--- src/rtl/ps2_cmd_sequencer.sv ---
// Host-side command sequencer for a PS/2 keyboard: sends command/argument bytes, handles
// ACK/RESEND/timeouts, optionally runs the power-on reset/BAT handshake, forwards unconsumed rx bytes.
module ps2_cmd_sequencer #(
    parameter bit          AUTO_INIT      = 1'b1,
    parameter int unsigned TIMEOUT_CYCLES = 32'd2500000,
    parameter int unsigned BAT_CYCLES     = 32'd75000000,
    parameter int unsigned MAX_RETRY      = 32'd3
) (
    input  logic       clk,
    input  logic       rstn,
    input  logic       cmdValid,
    output logic       cmdReady,
    input  logic [7:0] cmdByte,
    input  logic       cmdHasArg,
    input  logic [7:0] cmdArg,
    output logic       doneValid,
    output logic [1:0] doneErr,
    output logic       initDone,
    output logic       busy,
    output logic [7:0] txData,
    output logic       txValid,
    input  logic       txReady,
    input  logic [7:0] rxData,
    input  logic       rxValid,
    output logic [7:0] scanData,
    output logic       scanValid
);

    localparam logic [31:0] ACK_LAST      = 32'(TIMEOUT_CYCLES - 32'd1);
    localparam logic [31:0] BAT_LAST      = 32'(BAT_CYCLES - 32'd1);
    localparam logic [7:0]  RETRY_MAX     = 8'(MAX_RETRY);
    localparam logic [7:0]  BYTE_ACK      = 8'hFA;
    localparam logic [7:0]  BYTE_RESEND   = 8'hFE;
    localparam logic [7:0]  BYTE_BAT_OK   = 8'hAA;
    localparam logic [7:0]  BYTE_BAT_FAIL = 8'hFC;
    localparam logic [7:0]  BYTE_RESET    = 8'hFF;
    localparam logic [1:0]  ERR_OK        = 2'd0;
    localparam logic [1:0]  ERR_TIMEOUT   = 2'd1;
    localparam logic [1:0]  ERR_RESEND    = 2'd2;
    localparam logic [1:0]  ERR_BAT       = 2'd3;

    typedef enum logic [2:0] {
        ST_IDLE = 3'd0,
        ST_TX   = 3'd1,
        ST_ACK  = 3'd2,
        ST_BAT  = 3'd3,
        ST_FIN  = 3'd4
    } state_t;

    state_t      state_r, state_s;
    logic [7:0]  cur_byte_r, cur_byte_s;
    logic [7:0]  arg_byte_r, arg_byte_s;
    logic        has_arg_r, has_arg_s;
    logic        phase_r, phase_s;
    logic        is_init_r, is_init_s;
    logic [7:0]  retry_r, retry_s;
    logic [31:0] timer_r, timer_s;
    logic [1:0]  err_r, err_s;
    logic        init_pending_r, init_pending_s;
    logic        init_done_r, init_done_s;
    logic [7:0]  scan_data_r, scan_data_s;
    logic        scan_valid_r;
    logic        forward_s;

    // State and datapath registers; reset aborts everything and re-arms auto-init
    always_ff @(posedge clk or negedge rstn) begin
        if (!rstn) begin
            state_r        <= ST_IDLE;
            cur_byte_r     <= 8'h00;
            arg_byte_r     <= 8'h00;
            has_arg_r      <= 1'b0;
            phase_r        <= 1'b0;
            is_init_r      <= 1'b0;
            retry_r        <= 8'd0;
            timer_r        <= 32'd0;
            err_r          <= 2'd0;
            init_pending_r <= AUTO_INIT;
            init_done_r    <= ~AUTO_INIT;
            scan_data_r    <= 8'h00;
            scan_valid_r   <= 1'b0;
        end else begin
            state_r        <= state_s;
            cur_byte_r     <= cur_byte_s;
            arg_byte_r     <= arg_byte_s;
            has_arg_r      <= has_arg_s;
            phase_r        <= phase_s;
            is_init_r      <= is_init_s;
            retry_r        <= retry_s;
            timer_r        <= timer_s;
            err_r          <= err_s;
            init_pending_r <= init_pending_s;
            init_done_r    <= init_done_s;
            scan_data_r    <= scan_data_s;
            scan_valid_r   <= forward_s;
        end
    end

    // Next-state logic; an rx byte arriving on the timeout cycle always takes priority
    always_comb begin
        state_s        = state_r;
        cur_byte_s     = cur_byte_r;
        arg_byte_s     = arg_byte_r;
        has_arg_s      = has_arg_r;
        phase_s        = phase_r;
        is_init_s      = is_init_r;
        retry_s        = retry_r;
        timer_s        = timer_r;
        err_s          = err_r;
        init_pending_s = init_pending_r;
        init_done_s    = init_done_r;
        forward_s      = rxValid;
        case (state_r)
            ST_IDLE: begin
                if (init_pending_r) begin
                    cur_byte_s = BYTE_RESET;
                    has_arg_s  = 1'b0;
                    phase_s    = 1'b0;
                    retry_s    = 8'd0;
                    is_init_s  = 1'b1;
                    state_s    = ST_TX;
                end else if (cmdValid) begin
                    cur_byte_s = cmdByte;
                    arg_byte_s = cmdArg;
                    has_arg_s  = cmdHasArg;
                    phase_s    = 1'b0;
                    retry_s    = 8'd0;
                    is_init_s  = 1'b0;
                    state_s    = ST_TX;
                end else begin
                    state_s = ST_IDLE;
                end
            end
            ST_TX: begin
                if (txReady) begin
                    timer_s = 32'd0;
                    state_s = ST_ACK;
                end else begin
                    state_s = ST_TX;
                end
            end
            ST_ACK: begin
                timer_s = timer_r + 32'd1;
                if (rxValid && (rxData == BYTE_ACK)) begin
                    forward_s = 1'b0;
                    if (!phase_r && has_arg_r) begin
                        phase_s    = 1'b1;
                        cur_byte_s = arg_byte_r;
                        retry_s    = 8'd0;
                        state_s    = ST_TX;
                    end else if (is_init_r) begin
                        timer_s = 32'd0;
                        state_s = ST_BAT;
                    end else begin
                        err_s   = ERR_OK;
                        state_s = ST_FIN;
                    end
                end else if (rxValid && (rxData == BYTE_RESEND)) begin
                    forward_s = 1'b0;
                    if (retry_r == RETRY_MAX) begin
                        err_s   = ERR_RESEND;
                        state_s = ST_FIN;
                    end else begin
                        retry_s = retry_r + 8'd1;
                        state_s = ST_TX;
                    end
                end else if (!rxValid && (timer_r >= ACK_LAST)) begin
                    err_s   = ERR_TIMEOUT;
                    state_s = ST_FIN;
                end else begin
                    state_s = ST_ACK;
                end
            end
            ST_BAT: begin
                timer_s = timer_r + 32'd1;
                if (rxValid && (rxData == BYTE_BAT_OK)) begin
                    forward_s = 1'b0;
                    err_s     = ERR_OK;
                    state_s   = ST_FIN;
                end else if (rxValid && (rxData == BYTE_BAT_FAIL)) begin
                    forward_s = 1'b0;
                    err_s     = ERR_BAT;
                    state_s   = ST_FIN;
                end else if (!rxValid && (timer_r >= BAT_LAST)) begin
                    err_s   = ERR_TIMEOUT;
                    state_s = ST_FIN;
                end else begin
                    state_s = ST_BAT;
                end
            end
            ST_FIN: begin
                if (is_init_r) begin
                    init_done_s    = 1'b1;
                    init_pending_s = 1'b0;
                end else begin
                    init_done_s = init_done_r;
                end
                state_s = ST_IDLE;
            end
            default: begin
                state_s = ST_IDLE;
            end
        endcase
        scan_data_s = forward_s ? rxData : scan_data_r;
    end

    assign cmdReady  = (state_r == ST_IDLE) && !init_pending_r;
    assign busy      = (state_r != ST_IDLE) || init_pending_r;
    assign txValid   = (state_r == ST_TX);
    assign txData    = cur_byte_r;
    assign doneValid = (state_r == ST_FIN);
    assign doneErr   = err_r;
    assign initDone  = init_done_r;
    assign scanData  = scan_data_r;
    assign scanValid = scan_valid_r;

endmodule

--- config.mk ---
export PLATFORM = sky130hd
export DESIGN_NAME = ps2_cmd_sequencer
export DESIGN_NICKNAME = d
export VERILOG_FILES = /design/src/rtl/ps2_cmd_sequencer.sv
export SDC_FILE = /design/constraint.sdc
export NUM_CORES = 1
export LEC_CHECK = 0
export CORE_MARGIN = 2
export CORE_UTILIZATION = 56
export DETAILED_ROUTE_END_ITERATION = 10
export GPL_TIMING_DRIVEN = 0
export PLACE_DENSITY_LB_ADDON = 0.1
export REMOVE_ABC_BUFFERS = 1
export SKIP_LAST_GASP = 1
export SLEW_MARGIN = 20
export SYNTH_ARGS = -nofsm -noshare
export SYNTH_HDL_FRONTEND = slang
export SYNTH_SLANG_ARGS = --single-unit
--- constraint.sdc ---
create_clock -name clk -period 5.2 [get_ports clk]
set_input_delay 1.56 -clock clk [delete_from_list [all_inputs] [get_ports clk]]
set_output_delay 1.56 -clock clk [all_outputs]
set_load 0.03 [all_outputs]
Word-level counts from Yosys, hierarchy flattened:

Cells that the tools add are included.

* flip-flop bits (word level): 75
* bits of input ports: 30
* output and inout port bits: 24
* word-level logic and storage cells: 117

* add/sub/neg operators: 2
* $lt $le $gt $ge: 2
* eq/ne operators: 21
* muxes and demuxes: 53
* bitwise operators: 1
* reductions and logical operators: 25

Operator list (number)
* $mux 32: 4
* $pmux 32 s3: 1
* $mux 8: 10
* $add 32x1->32 const B: 1
* $eq 8x8->1 const B: 4
* $ge 32x22->1 const B: 1
* $ge 32x27->1 const B: 1
* $pmux 8 s2: 2
* $mux 3: 9
* $mux 2: 10
* $ne 3x3->1 const B: 6
* $mux 1: 13
* $ne 4x4->1 const B: 3
* $pmux 3 s4: 1
* $add 8x1->8 const B: 1
* $eq 8x2->1 const B: 1
* $logic_and 1x1->1: 8
* $eq 3x2->1 const B: 2
* $reduce_and 2->1: 3
* $reduce_and 6->1: 1
* $reduce_bool 2->1: 3
* $reduce_bool 3->1: 2
* $reduce_and 5->1: 1
* $ne 2x2->1 const B: 2
* 11 further kinds: 14

Longest topological paths before layout:

Gate-level depths: netlist (run 1).

* depth after elaboration: 6
* gate-level depth with buffers: 9
* depth with buffers taken out: 7

Worst setup path after synthesis (run 1):

Ideal clock, no wire load.

* path kind: register to output
* start point: reg state_r[0]
* end point: out busy
* data arrival time: 2131 ps
* required time: 3640 ps
* path slack: 1509 ps
* cell stages (with the launch flop): 4
* buffers on the path: 1
* path through: dfrtp_1 buf_6 nor4_1 inv_1

* longest elaborated chain between the ends: 2

Ends and longest elaborated chain
* start: declaration: line 50 `state_t state_r, state_s;`
* start signal: assignment: line 82 `state_r <= state_s;`
* $reduce_bool 3->1: line 207 `assign busy = (state_r != ST_IDLE) || init_pending_r;`
* $logic_or 1x1->1: line 207
* end: declaration: line 19 `output logic busy,`

No other way between the ends.

Worst setup path in the final report (run 1):

* start point: in rxValid
* end point: reg timer_r[9]

* longest elaborated chain between the ends: 3

Ends and longest elaborated chain
* start: declaration: line 24 `input logic rxValid,`
* $logic_and 1x1->1: line 143 `if (rxValid && (rxData == BYTE_ACK)) begin`
* $mux 32: line 143
* $pmux 32 s3: line 112 `case (state_r)`
* end signal: assignment: line 89 `timer_r <= timer_s;`
* end: declaration: line 57 `logic [31:0] timer_r, timer_s;`

No other way between the ends.
A chain may end at the register's enable or synchronous reset.

==> impl_metrics.toml, run 1 <==
[finish]
final_nets = 484
antenna_cells = 0
fin_area_um2 = 4750
syn2layout_area_growth_pct = 20.2
num-fill-cells = 543
drive_gt1_share_pct = 10.7

[sta]
min_period_ps = 3900
tightest_slew_ps = 925
clock.fmax_mhz = 257
tns_ps = 0
maxSlewHeadroom_pct = 37.8
hold_viol = 0
slew_viol_final = 0
rsz0062_at_grt = "false"
finClkSkew_ps = 17.3
setup_viol_count_final = 0
period_share_pct = 74.9

[route]
num_vias = 3145
wl_per_cell_um = 15.4
drc = 0
first_pass_iters = 4
antenna_left = 0
via_per_inst = 5.69
drt_wl_total_mm = 8.52
drt_iter0_markers = 162

[grt]
grtUsageTotal_pct = 24.0
grt_start_max_net_pins = 40
grt_pass1_wl_mm = 14.5
grt_pass1_vias = 3068
overflow = 0
grt_antenna_before_repair = 0

[clock_network]
htreeDepth = 3
clock_sinks = 75
path_clk_slew_ps = 90
cts_tree = "built"
clk_latency_ps = 350
clockRootBuffer = "clkbuf_8"
numCtsBuffers = 9
cts_buffer_depth = 2
postCtsResizedCells = 0
post_cts_buffers = 0
hold_buffers = 0

[power_and_ir_drop]
p_per_area_nw_per_um2 = 432
ir_worst_vdd_mv = 0.165
leakage_nw = 2.00

[die]
ios = 54
num_rows = 30
fp.dieH_um = 88.0
die_area_um2 = 7750
core_area_um2 = 6790
initial_core_util_pct = 58.2
die_x_um = 88.0

[outcome]
outcome = "complete, no violations"

[placed_design]
gp_congestion = 0.785
place_area_um2 = 4550
dp_hpwl_mm = 6.19
portBuffers = 53

[synthesis]
ys_seq_elements = 75
synth_warnings = 0
yosys.cell_types.count = 67
dominantRegCellSynth = "dfrtp_1"
synth-seq-area-share_pct = 47.5
synth_edf_count = 0
synthArstFlopShare_pct = 100
syn_inst = 399
avgSynthCellArea_um2 = 9.91
syn-cell-area_um2 = 3950

[worst_setup_path]
path_max_fanout = 12
critPathLaunchType = "primary input"
crit_arrival_ps = 4100
end_kind = "flop"
critPathKind = "in -> reg"
crit_required_ps = 5400

[job]
max_cap_viol_count = 0

[min_path]
hp-class = "reg -> reg"
==> cell families after synthesis <==
group                    Yosys count  share of synthesized area, %
XOR/XNOR                          29                          6.43
AND/OR/NAND/NOR                  176                          24.4
buffers and inverters             27                          3.26
AO/OA/AOI/OAI                     71                          12.3
multiplexers                      19                          5.38
adder cells (fa/ha/maj)            2                         0.633
flip-flops                        75                          47.5
==> sequential cells by signal, indices dropped and copies added (netlist names) <==
register	cells
scanValid	1
retry_r	8
init_pending_r	1
timer_r	32
state_r	3
initDone	1
is_init_r	1
scanData	8
phase_r	1
txData	8
doneErr	2
has_arg_r	1
arg_byte_r	8
==> layout by cell type, fill, tap and decap left out, types with 3 or more instances in the layout <==
cell	instances
nor3_1	12
a21o_1	3
nand4_1	9
inv_1	13
or2_1	4
mux2_1	10
mux2_2	8
dfrtp_1	74
clkdlybuf4s50_1	52
xor2_1	18
and2_1	3
nor4_1	5
a21oi_1	9
o21ai_0	13
nand2_1	31
nand3_1	17
clkbuf_8	10
nor2_1	43
or3_1	13
and3_1	8
clkinv_4	3
o31ai_1	5
o21ai_1	18
xnor2_1	11
nor4b_1	3
==> critical path, stage by stage <==
cell and delay (ps):
clkdlybuf4s50_1 640, nand4b_2 270, or4_4 620, o31ai_2 680, nor2_1 80, o21ai_1 160
o31ai_1 80
==> routing by layer <==
layer	global-route usage, %	vias up	wire length (µm)
met3	3.30	15	343
met4	11.3	0	148
met1	31.6	1510	3820
met5	0	-	0
met2	39.5	75	4210
li1	-	1545	-
==> final cells by class <==
type / count / area, µm² / area share (%)
clock inverter: 6 / 50.0 / 1.05
tap: 96 / 120 / 2.53
inverter: 14 / 52.6 / 1.11
timing repair buffer: 55 / 563 / 11.8
sequential: 75 / 1880 / 39.5
multi-input combinational: 297 / 1950 / 41.0
clock buffer: 10 / 138 / 2.90
==> through the flow <==
| step | hold WS, ps | total power [mW] | util [%] | worst slack [ps] | std cells |
|---|---|---|---|---|---|
| after detailed placement | 448 | 1.64 | 67.0 | 688 | 536 |
| after CTS | 477 | 2.07 | 69.7 | 1060 | 552 |
| after floorplan | 458 | 1.33 | - | 1520 | 386 |
| final | 473 | 2.05 | 69.9 | 1300 | 553 |
| after global routing | 510 | 2.18 | 69.9 | 1140 | 553 |
| after global placement | 441 | 1.61 | 66.6 | -14.9 | 535 |
==> final timing paths <==
kind	startpoint	endpoint	slack (ps)	depth (start not counted)
worst max register to register	timer_r[0]	timer_r[30]	2460	6
worst min register to register	initDone	initDone	470	1
worst min-delay path	initDone	initDone	470	1
worst max-delay path	rxValid	timer_r[9]	1300	7
min in group asynchronous	rstn	retry_r[3]	1150	1
max in group asynchronous	rstn	timer_r[31]	3460	2
==> power breakdown <==
part	switching, mW	leakage, nW	internal (mW)
Clock	0.230	0.0891	0.190
Sequential	0.0947	0.978	0.720
Combinational	0.478	0.932	0.341
==> synthesized netlist by cell type (10+ instances only) <==
master	instances	area share [%]
o21ai_1	18	2.3
nand3_1	17	2.2
xor2_1	18	4.0
xnor2_1	11	2.4
nor2_1	43	4.1
or3_1	13	2.1
mux2_1	10	2.8
dfrtp_1	74	47
nor3_1	12	1.5
nand2_1	31	2.9
inv_1	13	1.2
o21ai_0	13	1.6
(Power assumes the default switching activity.)
==> inputs of run 2 (changes only) <==
--- a/config.mk
+++ b/config.mk
@@ -6,7 +6,7 @@
 export NUM_CORES = 1
 export LEC_CHECK = 0
 export CORE_MARGIN = 2
-export CORE_UTILIZATION = 56
+export CORE_UTILIZATION = 50
 export DETAILED_ROUTE_END_ITERATION = 10
 export GPL_TIMING_DRIVEN = 0
 export PLACE_DENSITY_LB_ADDON = 0.1
==> constraint.sdc (replaced) <==
create_clock -name clk -period 3.5 [get_ports clk]
set_input_delay 1.05 -clock clk [delete_from_list [all_inputs] [get_ports clk]]
set_output_delay 1.05 -clock clk [all_outputs]
set_load 0.03 [all_outputs]
==> impl_metrics.toml, run 2 (synthesis results as in run 1) <==
[sta]
hold_ws_ps = 464
slew_viol_final = 0
hold_viol = 0
clock.fmax_mhz = 302
min_period_ps = 3310
tightest_slew_ps = 917
rsz0062_at_grt = "false"
setup_viol_count_final = 0
finClkSkew_ps = 10.8
maxSlewHeadroom_pct = 38.3
period_share_pct = 94.7
timing.final.ws_setup_ps = 186

[worst_setup_path]
critPathLaunchType = "primary input"
path_max_fanout = 14
slowest_delay_ps = 670
crit_required_ps = 3720
cp_top_family = "simple AND/OR/NAND/NOR gates"
crit_chain = "clkdlybuf4s50_1 > nand4b_2 > or4_4 > o31ai_4 > a21oi_1 > o21ai_1 > o31ai_1"
crit_arrival_ps = 3530
end_kind = "flop"
reg2reg_slack_ps = 770
timing.critical_path.buf_inv = 1
critPathKind = "in -> reg"
crit_slowest_cell = "or4_4"

[placed_design]
portBuffers = 53
place_ws_ps = -477
gp_congestion = 0.813
dp_hpwl_mm = 6.12

[clock_network]
htreeDepth = 3
clock_sinks = 75
numCtsBuffers = 9
clockRootBuffer = "clkbuf_8"
cts_buffer_depth = 2
hold_buffers = 0
path_clk_slew_ps = 80
cts_tree = "built"
clk_latency_ps = 360

[die]
die_area_um2 = 8630
core_area_um2 = 7690
ios = 54
initial_core_util_pct = 51.4
fp.dieH_um = 92.9
num_rows = 32
die_x_um = 92.9

[finish]
antenna_cells = 0
final_nets = 484
regMostFlops = "timer_r"
layout_common_cells = "dfrtp_1, clkdlybuf4s50_1, nor2_1"
drive_gt1_share_pct = 10.5
largest_register_ffs = 32
layout_commonest_cell = "dfrtp_1"
syn2layout_area_growth_pct = 22.2

[route]
via_per_inst = 5.70
drc = 0
antenna_left = 0
first_pass_iters = 4
drt_iter0_markers = 144
wl_per_cell_um = 15.9
drt_wl_total_mm = 8.89
num_vias = 3189

[power_and_ir_drop]
p_per_area_nw_per_um2 = 670
leakage_nw = 2.03
ir_worst_vdd_mv = 0.263

[job]
max_cap_viol_count = 0

[outcome]
outcome = "complete, no violations"

[grt]
grt_antenna_before_repair = 0
grt_start_max_net_pins = 42
grt_pass1_wl_mm = 15.0
grtUsageTotal_pct = 22.0
overflow = 0
grt_pass1_vias = 3075

[min_path]
hp-class = "reg -> reg"
run 2: cell types whose count changed in the layout (fill, tap and decap cells not counted), moves of 2 or more:
| cell | previous run | this run |
|---|---|---|
| bufinv_16 | 0 | 3 |
| clkbuf_1 | 0 | 2 |
| clkinv_4 | 3 | 1 |
| clkinvlp_4 | 2 | 0 |
| o31ai_4 | 1 | 3 |
run 2: final timing paths:
kind                            start          end  cells after the start
min in group asynchronous        rstn   retry_r[3]                      1
min reg2reg                  initDone     initDone                      1
max                           rxValid   timer_r[9]                      7
max in group asynchronous        rstn    txData[6]                      2
max reg2reg                timer_r[0]  timer_r[30]                      6
min                          initDone     initDone                      1
run 2: metrics by stage:
stage               power (mW)  instance area (µm²)  utilization (%)  std cells  setup TNS, ps
floorplan                 1.98                 3880                -        386              0
global placement          2.40                 4530             59.0        541        -100680
detailed placement        2.44                 4560             59.3        542          -9750
CTS                       3.25                 4800             62.5        559              0
global route              3.42                 4830             62.8        559              0
finish                    3.24                 4830             62.8        559              0
run 2: power by group:
group | internal (mW) | switching (mW)
logic | 0.509 | 0.715
clock network | 0.474 | 0.326
registers | 1.07 | 0.143
run 2: what timing repair did:
action / CTS / global route
cloned: 1 / 0
pin swaps: 1 / 1
buffers inserted: 0 / 0
resized for setup: 0 / 3
setup endpoints to repair: 1 / 19
endpoints found under the hold margin: 0 / 0
run 2: final cells by class:
cell class,count,area [µm²]
Fill cell,661,2860
Multi-Input combinational cell,298,1990
Sequential cell,75,1880
Timing Repair Buffer,54,548
Clock buffer,11,131
Tap cell,102,128
Clock inverter,5,104
Inverter,14,52.6
run 2: per-layer routing:
metal  part of all wire [%]  track usage, %
met5                      0               0
met4                    1.5            9.07
met3                    4.3            4.23
met2                     50            36.5
met1                     44            28.2
